### config.mk
export PLATFORM = sky130hd
export DESIGN_NAME = rgb2hsl_seq
export DESIGN_NICKNAME = d
export VERILOG_FILES = /design/src/rtl/rgb2hsl_seq.sv
export SDC_FILE = /design/constraint.sdc
export NUM_CORES = 1
export LEC_CHECK = 0
export BUFFER_PORTS_ARGS = -buffer_cell sky130_fd_sc_hd__buf_2
export CORE_MARGIN = 5
export CORE_UTILIZATION = 56
export CTS_CLUSTER_SIZE = 14
export DETAILED_ROUTE_END_ITERATION = 7
export PLACE_DENSITY = 0.74
export SETUP_SLACK_MARGIN = 0.02
export SLEW_MARGIN = 20
export SYNTH_ARGS = -nofsm -noshare
export SYNTH_HDL_FRONTEND = slang
export SYNTH_SLANG_ARGS = --single-unit
### constraint.sdc
create_clock -name clk -period 4.9 [get_ports clk]
set_input_delay 0.98 -clock clk [delete_from_list [all_inputs] [get_ports clk]]
set_output_delay 0.98 -clock clk [all_outputs]
set_load 0.1 [all_outputs]
### src/rtl/rgb2hsl_seq.sv
// rgb2hsl_seq
// -----------------------------------------------------------------------------
// Sequential RGB -> HSL converter. Takes one pixel per input handshake and
// computes three quotients on one shared restoring divider, one after the
// other:
//   lum = floor(sum   * 2^FRAC / (2*MAXV))
//   sat = floor(delta * 2^FRAC / denom)
//   q   = floor(60 * |num| / delta), then hue = base +/- q
// Each quotient takes FRAC+1 cycles and produces one bit per cycle, MSB first.
// The result is held on a valid/ready output port.
//
// Ports:
//   clk        system clock; all state changes on the rising edge
//   reset_n    synchronous active-low reset
//   in_valid   R/G/B carry a pixel
//   in_ready   block can take a pixel (high only in IDLE)
//   R, G, B    unsigned CW-bit channels
//   out_valid  hue/sat/lum hold a result (high only in DONE)
//   out_ready  consumer takes the result
//   hue        0..359 degrees
//   sat, lum   2.FRAC fixed point, 0..1.0
//   state_dbg  current FSM state, for observation only
//
// Handshake semantics: a transfer happens on a rising edge where valid and
// ready are both high. Neither ready depends combinationally on the matching
// valid. A result stays valid, with constant data, until it is transferred.
// The block never accepts a new pixel in the same cycle that it hands off a
// result.
// -----------------------------------------------------------------------------
module rgb2hsl_seq #(
  parameter int CW   = 8,
  parameter int FRAC = 16
) (
  input  logic            clk,
  input  logic            reset_n,
  input  logic            in_valid,
  output logic            in_ready,
  input  logic [CW-1:0]   R,
  input  logic [CW-1:0]   G,
  input  logic [CW-1:0]   B,
  output logic            out_valid,
  input  logic            out_ready,
  output logic [8:0]      hue,
  output logic [FRAC+1:0] sat,
  output logic [FRAC+1:0] lum,
  output logic [2:0]      state_dbg
);

  // The divisor is at most 2*MAXV, which needs CW+1 bits. A trial remainder
  // can reach twice that value, so DW = CW+2. The dividend must hold both
  // sum<<FRAC (CW+1+FRAC bits) and 60*|num| (CW+6 bits).
  localparam int DW   = CW + 2;
  localparam int XW   = CW + FRAC + 6;
  localparam int CNTW = $clog2(FRAC + 1);

  localparam logic [CNTW-1:0] LAST    = CNTW'(FRAC);
  localparam logic [DW-1:0]   TWO_MAX = DW'(2 * ((1 << CW) - 1));
  localparam logic [CW:0]     MAXV_S  = {1'b0, {CW{1'b1}}};
  localparam logic [XW-1:0]   SIXTY   = XW'(60);

  typedef enum logic [2:0] {
    IDLE  = 3'd0,
    PREP  = 3'd1,
    DIV_L = 3'd2,
    DIV_S = 3'd3,
    DIV_H = 3'd4,
    DONE  = 3'd5
  } state_t;

  state_t state_q, state_d;

  // Captured pixel.
  logic [CW-1:0]   r_q, g_q, b_q;

  // Per-pixel values, registered in PREP.
  logic [CW-1:0]   delta_q;
  logic [CW:0]     sum_q;
  logic [CW-1:0]   num_abs_q;
  logic            num_neg_q;
  logic [8:0]      base_q;

  // Divider state. quo_q needs only FRAC bits, because the final quotient
  // bit is used directly from quo_nx and never written back.
  logic [DW-1:0]   rem_q;
  logic [FRAC:0]   lo_q;
  logic [FRAC-1:0] quo_q;
  logic [DW-1:0]   dsr_q;
  logic [CNTW-1:0] cnt_q;

  // Results held until the hue quotient is finished.
  logic [FRAC+1:0] lum_q, sat_q;

  // PREP combinational values.
  logic [CW-1:0]   mx_c, mn_c, delta_c, num_abs_c;
  logic [CW:0]     sum_c, num_c;
  logic            num_neg_c;
  logic [8:0]      base_c;

  always_comb begin
    mx_c   = r_q;
    num_c  = {1'b0, g_q} - {1'b0, b_q};
    base_c = 9'd0;
    // Ties favour R over G over B.
    if (r_q >= g_q && r_q >= b_q) begin
      mx_c   = r_q;
      num_c  = {1'b0, g_q} - {1'b0, b_q};
      base_c = 9'd0;
    end else if (g_q >= b_q) begin
      mx_c   = g_q;
      num_c  = {1'b0, b_q} - {1'b0, r_q};
      base_c = 9'd120;
    end else begin
      mx_c   = b_q;
      num_c  = {1'b0, r_q} - {1'b0, g_q};
      base_c = 9'd240;
    end
    mn_c = r_q;
    if (g_q < mn_c) mn_c = g_q;
    if (b_q < mn_c) mn_c = b_q;
    delta_c   = mx_c - mn_c;
    sum_c     = {1'b0, mx_c} + {1'b0, mn_c};
    num_neg_c = num_c[CW];
    num_abs_c = num_neg_c ? CW'((CW+1)'(0) - num_c) : num_c[CW-1:0];
  end

  // One restoring step. Because rem_q < dsr_q always holds, the trial value
  // fits in DW bits and the top bit of rem_q is always zero.
  logic [DW-1:0] trial, rem_nx;
  logic          ge;
  logic [FRAC:0] quo_nx;

  always_comb begin
    trial  = DW'({rem_q, lo_q[FRAC]});
    ge     = (trial >= dsr_q);
    rem_nx = ge ? (trial - dsr_q) : trial;
    quo_nx = {quo_q, ge};
  end

  // Operands for the next division, chosen by the state that is finishing.
  // A quotient fits in FRAC+1 bits whenever dividend < divisor * 2^(FRAC+1).
  // In that case the dividend bits above the low FRAC+1 bits form a value
  // smaller than the divisor, so they can go straight into the remainder.
  logic [XW-1:0] ld_x, ld_sh;
  logic [DW-1:0] ld_d, denom_c;

  always_comb begin
    denom_c = (sum_q <= MAXV_S) ? DW'(sum_q) : (TWO_MAX - DW'(sum_q));
    ld_x = '0;
    ld_d = '0;
    case (state_q)
      PREP: begin
        ld_x = XW'(sum_c) << FRAC;
        ld_d = TWO_MAX;
      end
      DIV_L: begin
        ld_x = XW'(delta_q) << FRAC;
        ld_d = denom_c;
      end
      DIV_S: begin
        ld_x = XW'(num_abs_q) * SIXTY;
        ld_d = DW'(delta_q);
      end
      default: begin
        ld_x = '0;
        ld_d = '0;
      end
    endcase
    ld_sh = ld_x >> (FRAC + 1);
  end

  // Hue from the final quotient, which is at most 60.
  logic [8:0] q9, hue_raw, hue_c;

  always_comb begin
    q9 = {2'b00, quo_nx[6:0]};
    if (!num_neg_q)
      hue_raw = base_q + q9;
    else if (base_q == 9'd0)
      hue_raw = 9'd360 - q9;
    else
      hue_raw = base_q - q9;
    hue_c = (hue_raw == 9'd360) ? 9'd0 : hue_raw;
  end

  // FSM: state register.
  always_ff @(posedge clk) begin
    if (!reset_n) state_q <= IDLE;
    else          state_q <= state_d;
  end

  // FSM: next state.
  always_comb begin
    state_d = state_q;
    case (state_q)
      IDLE:  if (in_valid) state_d = PREP;
      PREP:  state_d = DIV_L;
      DIV_L: if (cnt_q == LAST) state_d = (delta_q == '0) ? DONE : DIV_S;
      DIV_S: if (cnt_q == LAST) state_d = DIV_H;
      DIV_H: if (cnt_q == LAST) state_d = DONE;
      DONE:  if (out_ready) state_d = IDLE;
      default: state_d = IDLE;
    endcase
  end

  // FSM: outputs.
  always_comb begin
    in_ready  = (state_q == IDLE);
    out_valid = (state_q == DONE);
    state_dbg = state_q;
  end

  // Datapath.
  always_ff @(posedge clk) begin
    if (!reset_n) begin
      r_q       <= '0;
      g_q       <= '0;
      b_q       <= '0;
      delta_q   <= '0;
      sum_q     <= '0;
      num_abs_q <= '0;
      num_neg_q <= 1'b0;
      base_q    <= '0;
      rem_q     <= '0;
      lo_q      <= '0;
      quo_q     <= '0;
      dsr_q     <= '0;
      cnt_q     <= '0;
      lum_q     <= '0;
      sat_q     <= '0;
      hue       <= '0;
      sat       <= '0;
      lum       <= '0;
    end else begin
      case (state_q)
        IDLE: begin
          if (in_valid) begin
            r_q <= R;
            g_q <= G;
            b_q <= B;
          end
        end
        PREP: begin
          delta_q   <= delta_c;
          sum_q     <= sum_c;
          num_abs_q <= num_abs_c;
          num_neg_q <= num_neg_c;
          base_q    <= base_c;
          rem_q     <= ld_sh[DW-1:0];
          lo_q      <= ld_x[FRAC:0];
          quo_q     <= '0;
          dsr_q     <= ld_d;
          cnt_q     <= '0;
        end
        DIV_L, DIV_S, DIV_H: begin
          if (cnt_q != LAST) begin
            rem_q <= rem_nx;
            lo_q  <= {lo_q[FRAC-1:0], 1'b0};
            quo_q <= quo_nx[FRAC-1:0];
            cnt_q <= cnt_q + CNTW'(1);
          end else begin
            // Last bit: store the quotient and load the next division.
            rem_q <= ld_sh[DW-1:0];
            lo_q  <= ld_x[FRAC:0];
            quo_q <= '0;
            dsr_q <= ld_d;
            cnt_q <= '0;
            if (state_q == DIV_L) begin
              lum_q <= {1'b0, quo_nx};
              // A grey pixel skips the other two divisions.
              if (delta_q == '0) begin
                hue <= '0;
                sat <= '0;
                lum <= {1'b0, quo_nx};
              end
            end else if (state_q == DIV_S) begin
              sat_q <= {1'b0, quo_nx};
            end else begin
              hue <= hue_c;
              sat <= sat_q;
              lum <= lum_q;
            end
          end
        end
        default: ;
      endcase
    end
  end

endmodule

==> metrics.txt, run 1 <==
status finished, final reports clean; R2R Path Start g_q[1]$_SDFFE_PN0P_; setup TNS 0 ns; skew final ~0.019 ns; CP max stage cell dfxtp_4; post-synthesis cell type count 83; count of final setup violators 0; register area 3750 um2; Routed Antenna Nets 0; synthesized area 11600 um2; RSZ-0062 raised after global routing yes; largest net degree at the start of global routing 84; hold_buf cts 0; CP Capture Type flop; max-slew violations 0; die height about 150 um; critical path class flop to flop; chain of cells forming the critical path inv_4 > ha_4 > nor2b_4 > o31a_4 > o21ai_2 > a21oi_4 > buf_12 > mux2i_2 > ha_1 > a21o_1 > a221oi_2 > nand2_2 > mux2_4 > ha_4 > a21o_1 > a21oi_2 > o21ai_2 > a2111oi_4 > nor3_2 > xor2_1 > a22o_1 > a222oi_1 > nor2_1; total gr overflow 0; Setup crit start g_q[1]$_SDFFE_PN0P_; total track usage 0.255; Max clock buf depth 2; Row Count 52; relative slew slack 0.383; post-synthesis cell count approximately 1500; worst hold start lum_q[14]$_SDFFE_PN0P_; Placed Area between 10000 and 15000 um2; Clock transition at path regs approximately 0.080 ns; Mean Syn Cell Area approximately 8 um2; 1st-iter DRT viols approximately 850; Root Driver clkbuf_16; CP peak stage delay about 0.36 ns; power density over the cells roughly 800 nW/um2; total CTS buffers 17; grt peak-use layer met2; DRC violations left 0; warnings from Yosys 0; peak supply drop 359 uV; critical-path maximum fanout 6; multi-input logic area approximately 7500 um2; hold crit path type flop to flop; ys async rst share 0; Main synth FF type dfxtp_1; H-Tree Depth 4; # port buffers 75; hpwl dp about 22000 um; # fillers approximately 1700; die area approximately 24000 um2; first-pass GRT wire length 51100 um; most frequent cells in the layout nand2_1, dfxtp_1, nor2_1; crit path launch type flop; maximum clock frequency around 210 MHz; # IOs just under 80; routed vias 10800; Nets between 1500 and 2000; vias in the first global route ~10000; arrival time at the worst endpoint 5.03 ns; Clock Latency Late Sink 0.44 ns; Least-Margin Pin Slew 0.923 ns; most common cell after layout, fill and taps aside nand2_1; Yosys reg bits ~190; Global Route met2 Usage 0.425; EDFF count, synth 0; Core Area 20300 um2; GR Util met3 0.0295; WP data required about 5.2 ns; Final Hold Viols 0; CTS tree built; Max Cap Viol 0; Die W between 150 and 200 um; share of cells above drive strength 1 0.163; CP Buf/Inv Count 2; Syn-to-layout area delta 15.8%; Pleak 0.00531 uW; DRT Pass-1 Iters 6; M1 GR Usage 0.350; final instance area roughly 13000 um2; Tcrit/Tclk final 0.967; final wirelength around 31000 um; n_diodes 0; Final GP Congestion approximately 0.97; register area share after synthesis 0.323; CTS sink cnt approximately 190; vias per inst ~5.9; DR WL/cell around 17 um; post-route minimum period approximately 4.7 ns; Starting Density 0.572; initial antenna violation count 0; delay-heaviest family, CP compound AO/OA/AOI/OAI gates
-- state kept, by name, indices dropped and copies added (netlist names), 9 cells and up --
name   flops
quo_q     16
rem_q      9
lum       17
lum_q     17
lo_q      15
hue        9
dsr_q     10
sat       17
sat_q     17
-- power breakdown --
part | leakage [uW] | switching (uW) | internal [uW]
clock network | 0.000290 | 680 | 733
logic | 0.00350 | 4250 | 3030
registers | 0.00152 | 293 | 1730
total | 0.00531 | 5230 | 5490
-- metrics by stage --
stage	util	hold slack, ns	total power [uW]	setup slack [ns]	cells
2_1_floorplan	-	0.433	7290	0.0178	1474
3_3_place_gp	0.619	0.438	8730	0.0277	1786
3_5_place_dp	0.619	0.445	8850	-0.0561	1786
4_1_cts	0.656	0.456	10500	0.0305	1828
5_1_grt	0.662	0.469	11600	-0.132	1830
6_report	0.662	0.455	10700	0.162	1830
-- worst reg2reg max path, stage by stage (launching register included) --
cell	delay [ns]
dfxtp_4	0.36
inv_4	0.04
ha_4	0.21
nor2b_4	0.13
o31a_4	0.29
o21ai_2	0.17
a21oi_4	0.11
buf_12	0.15
mux2i_2	0.20
ha_1	0.28
a21o_1	0.20
a221oi_2	0.26
nand2_2	0.16
mux2_4	0.35
ha_4	0.16
a21o_1	0.19
a21oi_2	0.16
o21ai_2	0.10
a2111oi_4	0.31
nor3_2	0.09
xor2_1	0.17
a22o_1	0.18
a222oi_1	0.26
nor2_1	0.07
-- cells in the mapped netlist, drive strengths merged (3+ instances only) --
library cell | instances | area, um2
o31ai | 10 | 85.1
xnor2 | 27 | 236
fa | 20 | 400
a21o | 15 | 113
o21a | 15 | 113
nor3 | 22 | 110
nand4 | 6 | 37.5
inv | 81 | 304
nand4b | 3 | 26.3
nand2 | 214 | 806
nand3 | 17 | 90.1
ha | 84 | 1050
a311oi | 20 | 175
and3 | 11 | 68.8
nor2b | 14 | 95.1
a211oi | 27 | 225
dfxtp | 187 | 3740
a221oi | 9 | 78.8
a31oi | 11 | 90.1
a22oi | 40 | 300
nand2b | 10 | 62.6
or3 | 5 | 31.3
o211ai | 3 | 22.5
clkbuf | 76 | 285
and2 | 7 | 45.1
a22o | 3 | 26.3
o31a | 9 | 80.1
buf | 12 | 70.1
mux2i | 24 | 240
nor2 | 178 | 671
a21oi | 156 | 800
nand3b | 3 | 22.5
xor2 | 19 | 166
nor4 | 7 | 43.8
a21boi | 4 | 33.8
o21bai | 8 | 60.1
o21ai | 65 | 329
mux2 | 8 | 90.1
or2 | 4 | 25.0
a222oi | 9 | 90.1
o22ai | 3 | 18.8
-- per-layer routing --
metal,part of all wire,vias to the layer above,wire (um)
met5,0,-,0
met4,0.022,0,688
met3,0.050,47,1540
met2,0.47,305,14400
met1,0.46,5108,14100
li1,-,5304,-
-- kinds of logic after synthesis --
family | after synthesis | share of synthesized area
AND/OR/NAND/NOR | 508 | 0.190
flip-flops | 187 | 0.323
XOR/XNOR | 46 | 0.0347
other | 1 | 0.000323
multiplexers | 32 | 0.0285
buffers and inverters | 170 | 0.0571
AO/OA/AOI/OAI | 425 | 0.242
adder cells (fa/ha/maj) | 104 | 0.125
-- worst paths after layout --
path	slack (ns)	endpoint	depth (start not counted)
setup reg to reg	0.16	rem_q[6]$_SDFFE_PN0P_	23
hold reg to reg	0.46	lum_q[14]$_SDFFE_PN0P_	2
hold / removal	0.46	lum_q[14]$_SDFFE_PN0P_	2
setup / recovery	0.16	rem_q[6]$_SDFFE_PN0P_	23
-- final cells by class --
cell class	instances	share of cell area
inverters	82	0.0233
clock inverters	15	0.0128
repair buffers	142	0.0678
multi-input cells	1117	0.560
clock buffers	17	0.0317
flip-flops and latches	187	0.279
well taps	270	0.0251
-- repair_timing --
action,CTS,global route
buffers inserted,10,2
pin swaps,23,20
endpoints found under the setup margin,3,5
resized for setup,17,23
(Power assumes the default switching activity.)
==> inputs of run 2 (changes only) <==
--- a/config.mk
+++ b/config.mk
@@ -6,11 +6,13 @@
 export NUM_CORES = 1
 export LEC_CHECK = 0
 export BUFFER_PORTS_ARGS = -buffer_cell sky130_fd_sc_hd__buf_2
+export CORE_ASPECT_RATIO = 0.8
 export CORE_MARGIN = 5
 export CORE_UTILIZATION = 56
 export CTS_CLUSTER_SIZE = 14
 export DETAILED_ROUTE_END_ITERATION = 7
 export PLACE_DENSITY = 0.74
+export RECOVER_POWER = 25
 export SETUP_SLACK_MARGIN = 0.02
 export SLEW_MARGIN = 20
 export SYNTH_ARGS = -nofsm -noshare
==> metrics.txt, run 2 (synthesized netlist as in run 1, its figures left out) <==
# fillers 1728 (was 1718); critical-path maximum fanout 4 (was 6); Row Count 47 (was 52); Hold Path End hue[8]$_SDFFE_PN0P_ (was lum_q[14]$_SDFFE_PN0P_); RSZ-0062 raised after global routing yes (unchanged); CP max stage cell fa_2 (was dfxtp_4); first-pass GRT wire length 53500 um (was 51100 um); worst hold start hue[8]$_SDFFE_PN0P_ (was lum_q[14]$_SDFFE_PN0P_); relative slew slack -0.463 (was 0.383); Finished Layout Cells 1830 (unchanged); critical path class flop to flop (unchanged); total CTS buffers 17 (unchanged); reported net switching power 5610 uW (was 5230 uW); DRC violations left 0 (unchanged); Placement Setup Slack -0.0875 ns (was -0.0561 ns); CTS sink cnt 187 (unchanged); CP peak stage delay 0.36 ns (about the same); # IOs 78 (unchanged); CP Buf/Inv Count 3 (was 2); Final GP Congestion 1.02 (was 0.974); peak supply drop 529 uV (was 359 uV); most frequent cells in the layout nand2_1, dfxtp_1, nor2_1 (unchanged); 1st-iter DRT viols 1146 (was 846); delay-heaviest family, CP compound AO/OA/AOI/OAI gates (unchanged); power density over the cells 833 nW/um2 (was 797 nW/um2); WP data required 5.24 ns (was 5.19 ns); crit path launch type flop (unchanged); sequential cell fraction of total power 0.182 (was 0.189); final instance area 13500 um2 (was 13400 um2); vias in the first global route 10000 (was 10200); DR WL/cell 18.1 um (was 16.8 um); r2r setup slk 0.06 ns (was 0.16 ns); initial antenna violation count 0 (unchanged); cell count along the critical path 25 (was 23); clock share of power 0.129 (was 0.132); largest net degree at the start of global routing 75 (was 84); total gr overflow 0 (unchanged); Clock Latency Late Sink 0.45 ns (was 0.44 ns); hpwl dp 23600 um (was 22300 um); hold crit path type flop to flop (unchanged); Max clock buf depth 2 (unchanged); CTS tree built (unchanged); Int Pwr 5600 uW (was 5490 uW); Syn-to-layout area delta 15.9% (was 15.8%); Pleak 0.00513 uW (was 0.00531 uW); Core Area 20500 um2 (was 20300 um2); Die W 171 um (was 154 um); vias per inst 6.02 (was 5.88); hold depth 2 (unchanged); R2R Path Start r_q[0]$_SDFFE_PN0P_ (was g_q[1]$_SDFFE_PN0P_); die height 139 um (was 154 um); arrival time at the worst endpoint 5.18 ns (was 5.03 ns); share of cells above drive strength 1 0.137 (was 0.163); Nets 1679 (unchanged); dpl cells 1783 (was 1786); Max Cap Viol 1 (was 0); Sw Share 0.500 (was 0.488); Starting Density 0.566 (was 0.572); total track usage 0.276 (was 0.255); Clock transition at path regs 0.08 ns (about the same); hold_buf cts 0 (unchanged); Final Hold Viols 0 (unchanged); failing checks capacitance limit, slew limit; most common cell after layout, fill and taps aside nand2_1 (unchanged); Root Driver clkbuf_16 (unchanged); skew final 0.0117 ns (was 0.0186 ns); # port buffers 75 (unchanged); count of final setup violators 0 (unchanged); Least-Margin Pin Slew 2.18 ns (was 0.923 ns); die area 23700 um2 (about the same); logic gate share of total power 0.689 (was 0.680); R2R Path End rem_q[7]$_SDFFE_PN0P_ (was rem_q[6]$_SDFFE_PN0P_); H-Tree Depth 4 (unchanged); Placed Area 12500 um2 (was 12600 um2); final wirelength 33100 um (was 30700 um); DRT Pass-1 Iters 6 (unchanged); max-slew violations 20 (was 0); final hold slack 0.453 ns (was 0.455 ns); CP Capture Type flop (unchanged); post-route setup slack 0.0646 ns (was 0.162 ns); status finished, violations left (was finished, final reports clean); routed vias 11000 (was 10800); maximum clock frequency 207 MHz (was 211 MHz); Tcrit/Tclk final 0.987 (was 0.967); depth of the most critical reg-to-reg path 25 (was 23); Routed Antenna Nets 0 (unchanged); end-of-flow core utilization 0.656 (was 0.662); post-route minimum period 4.84 ns (was 4.74 ns)
==> run 2: changes by cell type in the layout (fill, tap and decap cells not counted), moves of 2 or more <==
cell,previous run,this run
o21ai_4,0,2
nor3_1,19,21
buf_2,75,32
clkinvlp_4,2,0
ha_1,75,73
inv_8,5,0
nor3_2,3,1
inv_6,3,6
mux2i_2,5,3
clkbuf_1,0,44
o21ai_2,6,3
mux2i_4,1,4
clkinv_8,1,6
==> run 2: how the worst max path moves through the flow <==
stage                                   start                    end  slack [ns]
after global placement    g_q[1]$_SDFFE_PN0P_  rem_q[7]$_SDFFE_PN0P_        0.07
final                     r_q[0]$_SDFFE_PN0P_  rem_q[7]$_SDFFE_PN0P_        0.06
after global routing      g_q[2]$_SDFFE_PN0P_  rem_q[6]$_SDFFE_PN0P_       -0.13
after CTS                 g_q[1]$_SDFFE_PN0P_  rem_q[6]$_SDFFE_PN0P_        0.02
after detailed placement  g_q[1]$_SDFFE_PN0P_  rem_q[7]$_SDFFE_PN0P_       -0.09
after floorplan           g_q[1]$_SDFFE_PN0P_  rem_q[6]$_SDFFE_PN0P_        0.02
==> run 2: power groups by stage <==
stage	Sequential (uW)	Combinational, uW	Clock, uW
global placement	2060	6790	0
detailed placement	2060	6900	0
floorplan	2010	5270	0
global route	2080	8400	1520
CTS	2030	7150	1460
finish	2040	7720	1440
==> run 2: stage by stage <==
| step | power (uW) | setup TNS (ns) |
|---|---|---|
| 5_1_grt | 12000 | -0.247 |
| 2_1_floorplan | 7290 | 0 |
| 3_3_place_gp | 8840 | 0 |
| 4_1_cts | 10600 | 0 |
| 6_report | 11200 | 0 |
| 3_5_place_dp | 8960 | -0.100 |
==> run 2: worst min-delay path, stage by stage (launching register included) <==
cell and delay, ns:
dfxtp_1 0.31, nand2_1 0.05, a21oi_1 0.05
==> run 2: repair_timing <==
| action | 4_1_cts | 5_1_grt |
|---|---|---|
| setup buffers | 8 | 6 |
| endpoints found under the setup margin | 3 | 7 |
| pin swaps | 17 | 15 |
| gates resized for setup | 7 | 45 |
==> run 2: final cells by class <==
cell class              instances  area (um2)  area share
flip-flops and latches        187        3750       0.279
repair buffers                142         858      0.0638
clock inverters                14         183      0.0136
clock buffers                  18         439      0.0326
multi-input cells            1117        7570       0.563
diodes                          1        2.50    0.000186
inverters                      82         313      0.0232
well taps                     269         337      0.0250
==> run 2: routing by layer <==
layer / track usage / wire length (um) / up-vias
met5: 0 / 0 / -
met4: 0.0721 / 507 / 0
met3: 0.0764 / 3430 / 44
met2: 0.380 / 13900 / 485
met1: 0.421 / 15200 / 5154
li1: - / - / 5327
